File: config.mk
export PLATFORM = sky130hd
export DESIGN_NAME = fetch_queue_unit_flat
export DESIGN_NICKNAME = d
export VERILOG_FILES = /design/src/rtl/fetch_queue_unit_if.sv /design/src/rtl/fetch_queue_unit.sv /design/src/flat_wrapper.sv
export SDC_FILE = /design/constraint.sdc
export NUM_CORES = 1
export LEC_CHECK = 0
export ABC_CLOCK_PERIOD_IN_PS = 3400
export CORE_UTILIZATION = 50
export DETAILED_ROUTE_END_ITERATION = 10
export GPL_TIMING_DRIVEN = 0
export PLACE_DENSITY_LB_ADDON = 0.05
export SYNTH_ARGS = -nofsm -noshare
export SYNTH_HDL_FRONTEND = slang
export SYNTH_SLANG_ARGS = --single-unit
export TNS_END_PERCENT = 10
File: constraint.sdc
create_clock -name clk -period 3.4 [get_ports clk]
set_clock_uncertainty 0.1 [all_clocks]
set_input_delay 0.34 -clock clk [delete_from_list [all_inputs] [get_ports clk]]
set_output_delay 0.34 -clock clk [all_outputs]
set_load 0.02 [all_outputs]
File: src/rtl/fetch_queue_unit_if.sv
// Instruction-memory request/response bus between the fetch unit (master)
// and instruction memory (slave).
interface fetch_queue_unit_if;
  logic        imem_req;
  logic [31:0] imem_addr;
  logic        imem_gnt;
  logic        imem_valid;
  logic [31:0] imem_rdata;

  modport master (output imem_req, imem_addr, input  imem_gnt, imem_valid, imem_rdata);
  modport slave  (input  imem_req, imem_addr, output imem_gnt, imem_valid, imem_rdata);
endinterface

File: src/rtl/fetch_queue_unit.sv
// Fetch queue: owns the fetch PC, issues in-order imem requests and buffers words for decode.
// Define FETCH_BYPASS_EN to forward a response straight to decode when the queue is empty.
module fetch_queue_unit #(
  parameter int          DEPTH    = 4,
  parameter logic [31:0] RESET_PC = 32'h0
) (
  input  logic                clk,
  input  logic                reset,
  fetch_queue_unit_if.master  mem_bus,
  input  logic                StallF,
  input  logic                BranchTakenE,
  input  logic [31:0]         BranchTargetE,
  output logic [31:0]         InstrF,
  output logic [31:0]         PcF,
  output logic                ValidF
);
  localparam int AW = $clog2(DEPTH);
  localparam int CW = AW + 1;

  typedef struct packed {
    logic [31:0] instr;
    logic [31:0] pc;
  } entry_t;

  entry_t        q [DEPTH];
  entry_t        head;
  logic [AW-1:0] rd_ptr, wr_ptr;
  logic [CW-1:0] count, inflight, drop;
  logic [31:0]   pc_q, resp_pc;
  logic [CW:0]   credit;
  logic          issue, keep, push, pop, q_valid, byp_take;

  // in-flight plus queued words never exceed DEPTH, so a push always finds room
  assign credit            = {1'b0, inflight} + {1'b0, count};
  assign mem_bus.imem_req  = !reset && !BranchTakenE && (credit < (CW+1)'(DEPTH));
  assign mem_bus.imem_addr = pc_q;
  assign issue             = mem_bus.imem_req && mem_bus.imem_gnt;

  // stale words are always older than live ones, so drop==0 marks a live response
  assign keep    = mem_bus.imem_valid && (drop == '0) && !BranchTakenE && !reset;
  assign q_valid = (count != '0);
  assign head    = q[rd_ptr];
  assign pop     = q_valid && !StallF && !BranchTakenE;

`ifdef FETCH_BYPASS_EN
  logic byp;
  assign byp      = !q_valid && keep;
  assign byp_take = byp && !StallF;
  assign ValidF   = q_valid || byp;
  always_comb begin
    InstrF = '0;
    PcF    = '0;
    if (q_valid) begin
      InstrF = head.instr;
      PcF    = head.pc;
    end else if (byp) begin
      InstrF = mem_bus.imem_rdata;
      PcF    = resp_pc;
    end
  end
`else
  assign byp_take = 1'b0;
  assign ValidF   = q_valid;
  assign InstrF   = q_valid ? head.instr : '0;
  assign PcF      = q_valid ? head.pc    : '0;
`endif

  assign push = keep && !byp_take;

  always_ff @(posedge clk) begin
    if (reset) begin
      pc_q     <= RESET_PC;
      resp_pc  <= RESET_PC;
      count    <= '0;
      inflight <= '0;
      drop     <= '0;
      rd_ptr   <= '0;
      wr_ptr   <= '0;
    end else begin
      inflight <= inflight + CW'(issue) - CW'(mem_bus.imem_valid);
      if (BranchTakenE) begin
        pc_q    <= BranchTargetE;
        resp_pc <= BranchTargetE;
        count   <= '0;
        rd_ptr  <= '0;
        wr_ptr  <= '0;
        // a response landing this cycle is discarded by the redirect itself
        drop    <= inflight - CW'(mem_bus.imem_valid);
      end else begin
        if (issue) pc_q <= pc_q + 32'd4;
        if (mem_bus.imem_valid && drop != '0) drop <= drop - CW'(1);
        if (keep) resp_pc <= resp_pc + 32'd4;
        if (push) wr_ptr <= wr_ptr + AW'(1);
        if (pop) rd_ptr <= rd_ptr + AW'(1);
        count <= count + CW'(push) - CW'(pop);
      end
    end
  end

  always_ff @(posedge clk) begin
    if (push) q[wr_ptr] <= '{instr: mem_bus.imem_rdata, pc: resp_pc};
  end

  push_fits: assert property (@(posedge clk) disable iff (reset) !(push && count == CW'(DEPTH)));

endmodule

File: src/flat_wrapper.sv
// flat-port wrapper written by rule: the top's interface ports become plain ports
module fetch_queue_unit_flat 
#(
  parameter int          DEPTH    = 4,
  parameter logic [31:0] RESET_PC = 32'h0
)
  (clk, reset, StallF, BranchTakenE, BranchTargetE, InstrF, PcF, ValidF, mem_bus_imem_req, mem_bus_imem_addr, mem_bus_imem_gnt, mem_bus_imem_valid, mem_bus_imem_rdata);
  fetch_queue_unit_if mem_bus_i ();
  input  logic clk;
  input  logic reset;
  input  logic StallF;
  input  logic BranchTakenE;
  input  logic [31:0] BranchTargetE;
  output logic [31:0] InstrF;
  output logic [31:0] PcF;
  output logic ValidF;
  output wire logic [$bits(mem_bus_i.imem_req)-1:0] mem_bus_imem_req;
  output wire logic [$bits(mem_bus_i.imem_addr)-1:0] mem_bus_imem_addr;
  input wire logic [$bits(mem_bus_i.imem_gnt)-1:0] mem_bus_imem_gnt;
  input wire logic [$bits(mem_bus_i.imem_valid)-1:0] mem_bus_imem_valid;
  input wire logic [$bits(mem_bus_i.imem_rdata)-1:0] mem_bus_imem_rdata;
  assign mem_bus_imem_req = mem_bus_i.imem_req;
  assign mem_bus_imem_addr = mem_bus_i.imem_addr;
  assign mem_bus_i.imem_gnt = mem_bus_imem_gnt;
  assign mem_bus_i.imem_valid = mem_bus_imem_valid;
  assign mem_bus_i.imem_rdata = mem_bus_imem_rdata;
  fetch_queue_unit #(.DEPTH(DEPTH), .RESET_PC(RESET_PC)) u_core (.clk(clk), .reset(reset), .mem_bus(mem_bus_i), .StallF(StallF), .BranchTakenE(BranchTakenE), .BranchTargetE(BranchTargetE), .InstrF(InstrF), .PcF(PcF), .ValidF(ValidF));
endmodule
==> impl_results.md, run 1 <==
- Status: finished clean
- Fill count: 2,181
- Post-DP HPWL: 22,050 um
- Die ar.: 28,880 um^2
- Actual slew at the worst max-slew pin: 0.8274 ns
- Seq/Total Area, Yosys: 65.73%
- RSZ-0062 raised after global routing: no
- Clock Latency Late Sink: 0.51 ns
- Setup Fix Bufs, Post-CTS: 0
- MaxCap Viol Count: 0
- Post-synth EDFFs: 256
- Crit Path Category: flop to primary output
- Synth Area in XOR/XNOR: 2.298%
- Nets@finish: 1,237
- # IOs: 168
- Complex-gate fraction of the synthesized area: 5.758%
- Synthesis warning total: 0
- Post-Syn Area: 14,100 um^2
- Post-synthesis area per instance: 14.97 um^2
- Crit path max fanout: 10
- Routed WL: 32,610 um
- Layout cells sized above 1: 13.74%
- Starting DRT DRC Count: 688
- Inserted Diodes: 0
- P&R area growth vs syn: 23.65%
- Multiplexer share of the synthesized area: 10.53%
- DP Area: 16,370 um^2
- Largest net degree at the start of global routing: 58
- First-pass GRT wire length: 50,180 um
- Synthesized instance count: 942
- DRC viols: 0
- Yosys reg bits: 335
- Die height: 169.9 um
- Cell Pwr Density: 510.0 nW/um^2
- Total CTS buffers: 36
- Clock buffer depth: 3
- Initial Utilization: 50.76%
- Top_reg_cell synth: edfxtp_1
- RD Place Congestion: 0.9580
- Slew Viols, Final: 0
- Final hold violation count: 0
- Worst slew margin: 44.84%
- Maximum vdd ir drop: 294.0 uV
- Synth Area in Simple Gates: 11.42%
- Htree depth: 2
- Die W: 169.9 um
- Post-synth ARST share: 0%
- Gr usage total: 23.06%
- Most frequent cells in the layout: edfxtp_1 (256), clkdlybuf4s50_1 (167), dfxtp_1 (79)
- Clock Sinks: 335
- Routed len/inst: 21.04 um
- Most common cell after layout, fill and taps aside: edfxtp_1
- Final Cell Area: 17,440 um^2
- Clock transition at path regs: 0.06 ns
- Remaining Overflow, GRT: 0
- Leakage: 0.005678 uW
- TritonCTS clock tree: built
- Finish-stage setup viols: 0
- Initial antenna violation count: 0
- Syn nets: 1,030
- Pre-Repair DR Iteration Count: 5
- Worst setup EP type: primary output
- Antenna Nets Post-Route: 0
- Number of global-route vias before repair: 8,809
- Combinational family with the most area after synthesis: simple AND/OR/NAND/NOR gates
- Post-synthesis adder-cell area fraction: 1.703%
- CP required: 2.96 ns
- Core Area: 27,780 um^2
- Min cycle time layout: 3.263 ns
- FP Rows: 61
- Fmax: 306.5 MHz
- Tcrit/Tclk final: 95.96%
- Critical Path AT: 2.82 ns
- IO Port Bufs: 167
- HP Class: input pin to flop
- CTS root buffer: clkbuf_16
- Startpoint types: flop
- Vias/cell: 5.697
- Layout Utilization: 62.77%
- Distinct cells, synth: 69
- Vias: 8,830
[worst paths after layout]
check / cells past startpoint / slack (ns) / start / endpoint
min: 1 / 0.37 / mem_bus_imem_rdata[27] / u_core.q[0][59]
max: 5 / 0.14 / flop / PcF[12]
min reg2reg: 2 / 0.38 / u_core.mem_bus.imem_addr[1] / u_core.mem_bus.imem_addr[1]
max reg2reg: 8 / 0.32 / u_core.count[1] / u_core.inflight[1]
[cell usage after synthesis (4+ instances only)]
master    number  area share, %
or4_1          7           0.37
and2_1        66            2.9
nor3_1        13           0.46
nand4_1       17           0.75
nor4_1         8           0.35
or3_1          6           0.27
a311oi_1       5           0.31
o21a_1         7           0.37
buf_1          8           0.21
dfxtp_1       79             11
xnor2_1       27            1.7
clkbuf_1      32           0.85
ha_1          16            1.4
nor2_1        43            1.1
edfxtp_1     256             55
o21ai_0       10           0.35
xor2_1        10           0.62
o311ai_0       4           0.25
a31oi_1       18           0.80
nand2_1       58            1.5
inv_1         30           0.80
and3_1        11           0.49
o211ai_1       7           0.37
nand3_1       23           0.82
a211oi_1      11           0.59
mux4_2        64             10
a21oi_1       29            1.0
a21boi_0      10           0.53
[metal layers]
| metal | GRT usage [%] | share of wire [%] | up-vias |
|---|---|---|---|
| li1 | - | - | 4054 |
| met1 | 31.59 | 44 | 4384 |
| met2 | 37.83 | 47 | 345 |
| met3 | 4.488 | 7.2 | 47 |
| met4 | 6.110 | 1.6 | 0 |
| met5 | 0 | 0 | - |
[power by group]
group / total (uW) / internal [uW] / switching, uW
Combinational: 689 / 320 / 369
Clock: 3570 / 2070 / 1500
Sequential: 4630 / 4520 / 114
Total: 8890 / 6910 / 1990
[registers in the layout (all words and copies together) (netlist names), named ones only]
register,flops
u_core.drop,3
u_core.rd_ptr,2
u_core.mem_bus.imem_addr,32
u_core.wr_ptr,2
u_core.count,3
u_core.inflight,3
u_core.q,256
u_core.resp_pc,32
[repair_timing]
action / in CTS / in global routing
resized for setup: 26 / 6
hold buffers: 0 / 0
endpoints found under the setup margin: 60 / 42
gates cloned: 0 / 0
hold endpoints to repair: 0 / 0
[layout make-up]
cell class / instances / area [um^2] / share of cell area, %
Tap cell: 378 / 473.0 / 2.712
Multi-Input combinational cell: 526 / 4492 / 25.76
Sequential cell: 335 / 9269 / 53.15
Buffer: 48 / 255.2 / 1.464
Clock buffer: 48 / 967.2 / 5.546
Inverter: 31 / 116.4 / 0.6673
Timing Repair Buffer: 171 / 1774 / 10.17
Clock inverter: 13 / 91.34 / 0.5238
[critical path, stage by stage, from the launching register on]
cell             delay (ns)
dfxtp_1                0.30
clkbuf_1               0.51
clkbuf_2               0.41
mux4_2                 0.39
and2_1                 0.18
clkdlybuf4s50_1        0.52
[stage by stage]
stage	setup WS (ns)	total power [uW]	TNS [ns]	std cells	hold slack, ns
floorplan	0.2104	5056	0	942	0.3389
global placement	-1.593	5385	-393.96	1487	0.3713
detailed placement	-0.1041	5400	-0.1041	1491	0.3783
CTS	0.001585	8961	0	1552	0.3528
global route	0.01067	9187	0	1550	0.3619
finish	0.1373	8894	0	1550	0.3733
[kinds of logic after synthesis]
group / after synthesis
multiplexers: 68
XOR/XNOR: 37
adder cells (fa/ha/maj): 18
flip-flops: 335
buffers and inverters: 81
AND/OR/NAND/NOR: 284
AO/OA/AOI/OAI: 119
Note: power is estimated with default switching activity, not from simulation.
==> run 2, diff against run 1 <==
- GPL_TIMING_DRIVEN: 0 -> default
==> impl_results.md, run 2 (synthesis results as in run 1) <==
- HP Class: input pin to flop
- Most frequent cells in the layout: edfxtp_1 (256), clkdlybuf4s50_1 (166), dfxtp_1 (77)
- Antenna Nets Post-Route: 0
- Largest Register: u_core.q
- Core Area: 27,780 um^2
- Worst path max stage delay: 0.60 ns
- IO Port Bufs: 167
- P&R area growth vs syn: 22.87%
- Die height: 169.9 um
- Vias: 8,482
- Routed WL: 30,500 um
- Delay-heaviest family, CP: buffers and inverters
- Die ar.: 28,880 um^2
- Finish-stage setup viols: 0
- Post-DP HPWL: 19,090 um
- Layout cells sized above 1: 14.55%
- Slew Viols, Final: 0
- Setup Fix Bufs, Post-CTS: 0
- CP required: 2.96 ns
- TritonCTS clock tree: built
- Worst setup EP type: primary output
- Clock buffer depth: 3
- Metal3 WL: 1646 um
- Final hold violation count: 0
- Buf/Inv on CP: 2
- Slowest stage cell, crit path: dfxtp_4
- Fmax: 322.1 MHz
- Worst slew margin: 51.86%
- Tcrit/Tclk final: 91.32%
- Initial Utilization: 50.76%
- Vias/cell: 5.558
- Critical Path AT: 2.67 ns
- Gr usage total: 21.70%
- Startpoint types: flop
- Worst Hold Slack: 0.1907 ns
- Min cycle time layout: 3.105 ns
- Htree depth: 2
- Clock Sinks: 335
- CTS root buffer: clkbuf_16
- Remaining Overflow, GRT: 0
- Leakage: 0.005613 uW
- Post-CTS Resized: 0
- Nets@finish: 1,209
- Number of global-route vias before repair: 8,438
- Most common cell after layout, fill and taps aside: edfxtp_1
- Maximum vdd ir drop: 314.6 uV
- Initial antenna violation count: 0
- Fill count: 2,174
- WL met2: 13,800 um
- # hold bufs at CTS: 0
- RSZ-0062 raised after global routing: no
- FP Rows: 61
- Actual slew at the worst max-slew pin: 0.7222 ns
- Clock Latency Late Sink: 0.51 ns
- Largest register FFs: 256
- RD Place Congestion: 0.8969
- Clock transition at path regs: 0.06 ns
- Starting DRT DRC Count: 589
- Status: finished clean
- # IOs: 168
- Max Used Layer: met4
- DRC viols: 0
- Crit path max fanout: 26
- Cell Pwr Density: 506.3 nW/um^2
- Total CTS buffers: 36
- First-pass GRT wire length: 47,890 um
- Crit Path Category: flop to primary output
- MaxCap Viol Count: 0
- Wire length on met1: 14,500 um
- Pre-Repair DR Iteration Count: 7
- Largest net degree at the start of global routing: 70
- Total Neg Setup Slack: 0 ns
- Routed len/inst: 19.99 um
- Crit-path cells: buf_12 -> mux4_2 -> and2_1 -> clkdlybuf4s50_1
- Die W: 169.9 um
- Inserted Diodes: 0
==> run 2: cell types whose count changed in the layout (fill, tap and decap cells not counted), sizes merged <==
cell           before  now
inv                31   32
bufinv              1    0
clkbuf             79   48
clkinv             11   13
dlymetal6s2s        1    0
clkinvlp            1    3
buf                19   25
dlygate4sd1         1    0
clkdlybuf4s50     167  166
==> run 2: report_power, final <==
| group | total, uW | switching, uW | leakage, uW | internal, uW |
|---|---|---|---|---|
| sequential | 4630 | 118 | 0.00298 | 4520 |
| combinational | 659 | 343 | 0.00213 | 316 |
| clock | 3480 | 1500 | 0.000506 | 1980 |
==> run 2: metrics by stage <==
stage	worst slack, ns	power [uW]	std cells	utilization (%)	area (um^2)
floorplan	0.2104	5056	942	-	14100
global placement	0.4508	5370	1461	58.58	16280
detailed placement	0.3818	5379	1461	58.58	16280
CTS	0.1997	8860	1526	62.37	17330
global route	0.1239	9092	1526	62.37	17330
finish	0.2950	8772	1526	62.37	17330
==> run 2: worst paths after layout <==
check | from | end | slack (ns) | depth (start not counted)
worst max-delay path | flop | PcF[1] | 0.29 | 4
worst max register to register | u_core.count[0] | u_core.count[2] | 0.75 | 11
worst min-delay path | reset | u_core.resp_pc[4] | 0.19 | 2
worst min register to register | u_core.mem_bus.imem_addr[0] | u_core.mem_bus.imem_addr[0] | 0.35 | 2
==> run 2: final cells by class <==
class	instances	area [um^2]	area share, %
Timing Repair Buffer	191	1934	11.16
Inverter	31	116.4	0.6715
Multi-Input combinational cell	526	4478	25.84
Clock inverter	17	96.34	0.5560
Sequential cell	335	9274	53.52
Clock buffer	48	955.9	5.517
Tap cell	378	473.0	2.729
==> run 2: layer usage <==
metal / global-route usage [%] / vias to the layer above
met1: 32.51 / 4163
met4: 5.523 / 0
met3: 3.395 / 39
met5: 0 / -
met2: 33.21 / 292
li1: - / 3988
